<file path="src/rtl/id_ex_skid_stage_if.sv">
// ID/EX stage-boundary bundle: upstream valid/ready/control/payload plus the EX-side view.
// The stage uses the slave modport; the driving environment uses master.
interface id_ex_skid_stage_if #(
    parameter int CTL_W  = 9,
    parameter int DATA_W = 32,
    parameter int REG_W  = 5
);
    localparam int PL_W = 4*DATA_W + 2*REG_W;

    logic              in_valid;
    logic              in_ready;
    logic [CTL_W-1:0]  ctl_in;
    logic [PL_W-1:0]   data_in;
    logic              out_valid;
    logic              out_ready;
    logic [CTL_W-1:0]  ctl_out;
    logic [PL_W-1:0]   data_out;

    modport slave (
        input  in_valid, ctl_in, data_in, out_ready,
        output in_ready, out_valid, ctl_out, data_out
    );

    modport master (
        output in_valid, ctl_in, data_in, out_ready,
        input  in_ready, out_valid, ctl_out, data_out
    );
endinterface

</file>
<file path="src/rtl/id_ex_skid_stage.sv">
// Two-entry ID/EX pipeline register with a skid slot, so in_ready can come straight from a
// flop while EX backpressure is absorbed without losing or reordering entries.
module id_ex_skid_stage #(
    parameter int CTL_W  = 9,
    parameter int DATA_W = 32,
    parameter int REG_W  = 5,
    parameter int CNT_W  = 16
) (
    input  logic              clk,
    input  logic              reset,
    input  logic              flush,
    id_ex_skid_stage_if.slave bus,
    output logic [1:0]        occupancy,
    output logic [CNT_W-1:0]  stall_cnt
);
    localparam int PL_W = 4*DATA_W + 2*REG_W;

    localparam logic [1:0] S_EMPTY = 2'd0;
    localparam logic [1:0] S_ONE   = 2'd1;
    localparam logic [1:0] S_TWO   = 2'd2;

    logic [1:0]       state_q, state_nx;
    logic             out_vld_q, skid_vld_q;
    logic             in_ready_q;
    logic [CTL_W-1:0] out_ctl_q, skid_ctl_q;
    logic [PL_W-1:0]  out_data_q, skid_data_q;
    logic [CNT_W-1:0] stall_q;

    logic accept, consume;
    logic load_out_in, load_out_skid, load_skid_in;

    assign accept  = bus.in_valid && in_ready_q;
    assign consume = out_vld_q && bus.out_ready;

    // NOTE: every output of this block gets a default first, so no path leaves a latch behind.
    always_comb begin
        state_nx      = state_q;
        load_out_in   = 1'b0;
        load_out_skid = 1'b0;
        load_skid_in  = 1'b0;
        if (flush) begin
            state_nx = S_EMPTY;
        end else begin
            case (state_q)
                S_EMPTY: begin
                    if (accept) begin
                        state_nx    = S_ONE;
                        load_out_in = 1'b1;
                    end
                end
                S_ONE: begin
                    if (accept && consume) begin
                        load_out_in = 1'b1;
                    end else if (accept) begin
                        state_nx     = S_TWO;
                        load_skid_in = 1'b1;
                    end else if (consume) begin
                        state_nx = S_EMPTY;
                    end
                end
                S_TWO: begin
                    if (consume) begin
                        state_nx      = S_ONE;
                        load_out_skid = 1'b1;
                    end
                end
                default: state_nx = S_EMPTY;
            endcase
        end
    end

    // NOTE: sequential state uses non-blocking assignments so every flop samples pre-edge values.
    always_ff @(posedge clk or negedge reset) begin
        if (!reset) begin
            state_q    <= S_EMPTY;
            out_vld_q  <= 1'b0;
            skid_vld_q <= 1'b0;
            in_ready_q <= 1'b1;
        end else begin
            state_q    <= state_nx;
            out_vld_q  <= (state_nx != S_EMPTY);
            skid_vld_q <= (state_nx == S_TWO);
            in_ready_q <= (state_nx != S_TWO);
        end
    end

    // NOTE: the payload registers are reset too, so outputs read zero during and right after reset.
    always_ff @(posedge clk or negedge reset) begin
        if (!reset) begin
            out_ctl_q   <= '0;
            out_data_q  <= '0;
            skid_ctl_q  <= '0;
            skid_data_q <= '0;
        end else begin
            if (load_out_in) begin
                out_ctl_q  <= bus.ctl_in;
                out_data_q <= bus.data_in;
            end else if (load_out_skid) begin
                out_ctl_q  <= skid_ctl_q;
                out_data_q <= skid_data_q;
            end
            if (load_skid_in) begin
                skid_ctl_q  <= bus.ctl_in;
                skid_data_q <= bus.data_in;
            end
        end
    end

    // Counts EX backpressure independently of flush; sticks at all-ones.
    always_ff @(posedge clk or negedge reset) begin
        if (!reset) begin
            stall_q <= '0;
        end else if (out_vld_q && !bus.out_ready && (stall_q != {CNT_W{1'b1}})) begin
            stall_q <= stall_q + 1'b1;
        end
    end

    assign bus.in_ready  = in_ready_q;
    assign bus.out_valid = out_vld_q;
    assign bus.ctl_out   = out_vld_q ? out_ctl_q : '0;
    assign bus.data_out  = out_data_q;
    assign occupancy     = {skid_vld_q, out_vld_q && !skid_vld_q};
    assign stall_cnt     = stall_q;
endmodule
</file>
<file path="src/flat_wrapper.sv">
// flat-port wrapper written by rule: the top's interface ports become plain ports
module id_ex_skid_stage_flat 
#(
    parameter int CTL_W  = 9,
    parameter int DATA_W = 32,
    parameter int REG_W  = 5,
    parameter int CNT_W  = 16
)
  (clk, reset, flush, occupancy, stall_cnt, bus_in_valid, bus_ctl_in, bus_data_in, bus_out_ready, bus_in_ready, bus_out_valid, bus_ctl_out, bus_data_out);
  id_ex_skid_stage_if #(.CTL_W(CTL_W), .DATA_W(DATA_W), .REG_W(REG_W)) bus_i ();
  input  logic clk;
  input  logic reset;
  input  logic flush;
  output logic [1:0] occupancy;
  output logic [CNT_W-1:0] stall_cnt;
  input wire logic [$bits(bus_i.in_valid)-1:0] bus_in_valid;
  input wire logic [$bits(bus_i.ctl_in)-1:0] bus_ctl_in;
  input wire logic [$bits(bus_i.data_in)-1:0] bus_data_in;
  input wire logic [$bits(bus_i.out_ready)-1:0] bus_out_ready;
  output wire logic [$bits(bus_i.in_ready)-1:0] bus_in_ready;
  output wire logic [$bits(bus_i.out_valid)-1:0] bus_out_valid;
  output wire logic [$bits(bus_i.ctl_out)-1:0] bus_ctl_out;
  output wire logic [$bits(bus_i.data_out)-1:0] bus_data_out;
  assign bus_i.in_valid = bus_in_valid;
  assign bus_i.ctl_in = bus_ctl_in;
  assign bus_i.data_in = bus_data_in;
  assign bus_i.out_ready = bus_out_ready;
  assign bus_in_ready = bus_i.in_ready;
  assign bus_out_valid = bus_i.out_valid;
  assign bus_ctl_out = bus_i.ctl_out;
  assign bus_data_out = bus_i.data_out;
  id_ex_skid_stage #(.CTL_W(CTL_W), .DATA_W(DATA_W), .REG_W(REG_W), .CNT_W(CNT_W)) u_core (.clk(clk), .reset(reset), .flush(flush), .bus(bus_i), .occupancy(occupancy), .stall_cnt(stall_cnt));
endmodule
</file>
<file path="config.mk">
export PLATFORM = sky130hd
export DESIGN_NAME = id_ex_skid_stage_flat
export DESIGN_NICKNAME = d
export VERILOG_FILES = /design/src/rtl/id_ex_skid_stage_if.sv /design/src/rtl/id_ex_skid_stage.sv /design/src/flat_wrapper.sv
export SDC_FILE = /design/constraint.sdc
export NUM_CORES = 1
export LEC_CHECK = 0
export BUFFER_PORTS_ARGS = -buffer_cell sky130_fd_sc_hd__clkbuf_2
export CAP_MARGIN = 10
export CORE_MARGIN = 3
export CORE_UTILIZATION = 54
export CTS_CLUSTER_SIZE = 24
export DETAILED_ROUTE_END_ITERATION = 10
export GPL_ROUTABILITY_DRIVEN = 0
export GPL_TIMING_DRIVEN = 0
export PLACE_DENSITY = 0.78
export SYNTH_ARGS = -nofsm -noshare
export SYNTH_HDL_FRONTEND = slang
export SYNTH_SLANG_ARGS = --single-unit
</file>
<file path="constraint.sdc">
create_clock -name clk -period 2.63 [get_ports clk]
set_clock_uncertainty 0.2 [all_clocks]
set_input_delay 0 -clock clk [delete_from_list [all_inputs] [get_ports clk]]
set_output_delay 0 -clock clk [all_outputs]
set_load 0.1 [all_outputs]
</file>
==> results.sh <==
export IMPL_nets=1567
export IMPL_fin_util=0.742
export IMPL_drive_gt1_frac=0.602
export IMPL_syn_nets=1057
export IMPL_reg2regPathDepth=7
export IMPL_synth_enable_flop_cells=0
export IMPL_ys_ff_latch=315
export IMPL_portBuffers=317
export IMPL_yosys_warnings=0
export IMPL_hp_class="input port to register"
export IMPL_numClockSinks=315
export IMPL_tightest_slew_ns=0.596
export IMPL_cts_made_buffers=34
export IMPL_finalSetupViolCount=0
export IMPL_synth_distinct_cells=37
export IMPL_synth_flop_cell="dfrtp_1"
export IMPL_rsz0062_at_grt="no"
export IMPL_clock_root_buffer="clkbuf_16"
export IMPL_synth_area_leaders="dfrtp_1, mux2_2, mux2_4, buf_2, buf_6"
export IMPL_worstPathCellList="nand2b_1 > a21oi_1 > o21bai_1 > buf_2 > clkbuf_4 > buf_2 > mux2_2"
export IMPL_clock_fmax_mhz=402
export IMPL_grt_pass1_vias=10100
export IMPL_routedWlPerCell_um=18.9
export IMPL_required_ns=2.81
export IMPL_maxCapViolations=0
export IMPL_yosys_area_top_type="dfrtp_1"
export IMPL_netlist_area_sq_um=14100
export IMPL_timing_rr_start="u_core.state_q[0]"
export IMPL_timing_hold_ws_ns=0.0793
export IMPL_worst_slack_ns=0.143
export IMPL_ant_nets=0
export IMPL_insertion_delay_ns=0.50
export IMPL_crit_path_frequent_cell="buf_2"
export IMPL_hold_end="u_core.skid_data_q[25]"
export IMPL_start_kind="register"
export IMPL_cts_tree="yes"
export IMPL_dieArea_sq_um=28100
export IMPL_synth_seq_area_share=0.558
export IMPL_period_share=0.946
export IMPL_syn_instance_count=904
export IMPL_worst_path_max_fanout=10
export IMPL_final_cell_area_sq_um=18900
export IMPL_coreArea_sq_um=25500
export IMPL_antenna_found_initial=2
export IMPL_avgSynthCellArea_sq_um=15.6
export IMPL_vias=9221
export IMPL_slew_headroom=0.604
export IMPL_max_stage_delay_ns=0.45
export IMPL_crit_arrival_ns=2.66
export IMPL_die_width_um=168
export IMPL_cts_max_level=2
export IMPL_async_flop_share=1.00
export IMPL_grt_start_max_net_pins=111
export IMPL_r2r_slack_ns=0.14
export IMPL_status="finished clean"
export IMPL_rows=58
export IMPL_min_from="bus_data_in[25]"
export IMPL_worst_path_buf_inv=3
export IMPL_pin_count=319
export IMPL_drt_first_pass_iters=6
export IMPL_place_area_sq_um=16200
export IMPL_dpl_worst_slack_ns=0.0582
export IMPL_initial_core_util=0.554
export IMPL_post_cts_buffers=0
export IMPL_grt_pass1_wl_um=53700
export IMPL_critPathTopFamily="buffers and inverters"
export IMPL_r2r_end="u_core.bus.data_out[106]"
export IMPL_grt_usage=0.236
export IMPL_vias_per_cell=5.21
export IMPL_dieHeight_um=168
export IMPL_cts_clk_slew_worst_paths_ns=0.06
export IMPL_overflow=0
export IMPL_slew_violations=0
export IMPL_wl_um=33500
export IMPL_hpwl_um=21300
export IMPL_worstSetupEndpointType="register"
export IMPL_slowest_stage="dfrtp_1"
export IMPL_drcViolationCount=0
export IMPL_synth_top_area_share=0.557
export IMPL_min_period_ns=2.49
export IMPL_drt_iter0_drc=460
export IMPL_holdPathStages=3
export IMPL_crit_type="register to register"
export IMPL_area_growth_pct=33.9
export IMPL_hold_viol_final=0
export IMPL_clock_path_buffers=3
==> logic make-up (layout without fill, tap and decap cells) <==
group / count (synthesis) / count (layout) / share of synthesized area
other cells: 0 / 2 / 0
flops: 315 / 315 / 0.558
mux: 439 / 439 / 0.375
xor+xnor: 15 / 15 / 0.00931
fa+ha+maj: 1 / 1 / 0.000886
buf+inv: 56 / 591 / 0.0249
simple gates: 66 / 66 / 0.0265
compound gates: 12 / 12 / 0.00505
==> worst max-delay path by stage <==
stage / to / start / cells after the start
3_3_place_gp: u_core.bus.out_valid / reset / 1
2_1_floorplan: u_core.stall_cnt[9] / u_core.stall_cnt[0] / 6
4_1_cts: u_core.skid_data_q[133] / u_core.bus.out_valid / 7
6_report: u_core.bus.data_out[106] / u_core.state_q[0] / 7
3_5_place_dp: u_core.skid_ctl_q[0] / u_core.bus.out_valid / 7
5_1_grt: u_core.bus.data_out[106] / u_core.state_q[0] / 7
==> cells in the final DEF (no fill, tap or decap), types with 2 or more instances in the layout <==
cell	synthesis	final
xor2_1	11	11
o21bai_1	2	2
buf_6	11	11
clkbuf_8	0	8
and2_1	10	10
bufinv_16	0	2
a21oi_1	7	7
mux2i_1	3	3
dfrtp_1	314	313
nand2_1	7	7
nand3_1	7	7
clkbuf_2	0	317
nand4_1	5	5
or3_1	2	2
clkinv_2	0	7
mux2_4	94	94
clkbuf_16	0	37
clkbuf_1	7	13
or2_2	2	2
nor3_1	8	8
mux2_2	342	342
diode_2	0	2
dlygate4sd3_1	0	154
buf_2	35	34
xnor2_1	4	4
buf_16	0	2
nand2b_1	2	2
nor4_1	5	5
nor2_1	9	9
==> area by class of cell <==
type                       instances  area (sq um)
inverter                           1          3.75
antenna                            2          5.00
fill                            1510          6570
tap                              330           413
buffer                            55           352
clock buffer                      51          1050
multi-input combinational        533          5880
sequential                       315          7890
timing repair buffer             474          3210
clock inverter                    10           103
==> timing repair <==
item,CTS,global route
hold buffers,155,0
resized for setup,0,3
setup endpoints to repair,0,160
endpoints found under the hold margin,398,0
==> per-layer routing <==
metal | wire [um] | track usage | vias up
li1 | - | - | 4272
met1 | 13700 | 0.294 | 4597
met2 | 16600 | 0.406 | 291
met3 | 2280 | 0.0635 | 61
met4 | 864 | 0.0676 | 0
met5 | 0 | 0 | -
==> synthesized netlist by cell type (2+ instances only) <==
master	count
mux2_2	342
dfrtp_1	314
mux2_4	94
buf_2	35
buf_6	11
xor2_1	11
and2_1	10
nor2_1	9
nor3_1	8
a21oi_1	7
clkbuf_1	7
nand2_1	7
nand3_1	7
nand4_1	5
nor4_1	5
xnor2_1	4
mux2i_1	3
nand2b_1	2
nor2b_1	2
o21bai_1	2
or2_2	2
or3_1	2
==> tightest hold or removal path, delay by kind of cell <==
family	cells	cell delay (ns)
muxes	1	0.13
buffers and inverters	2	0.62
==> through the flow <==
stage | TNS [ns] | std cells
finish | 0 | 1771
floorplan | 0 | 904
global placement | -1717.82 | 1551
detailed placement | 0 | 1553
CTS | 0 | 1769
global route | 0 | 1771
==> state kept, by name (all words and copies together), names as in the netlist <==
name / count
u_core.out_ctl_q: 9
u_core.skid_ctl_q: 9
u_core.skid_vld_q: 1
u_core.state_q: 2
u_core.skid_data_q: 138
u_core.bus.out_valid: 1
u_core.bus.in_ready: 1
u_core.bus.data_out: 138
u_core.stall_cnt: 16
Power is left out: the tool's default activity adds up to more than one toggle a clock period on the data nets, which glitch-free logic cannot reach.
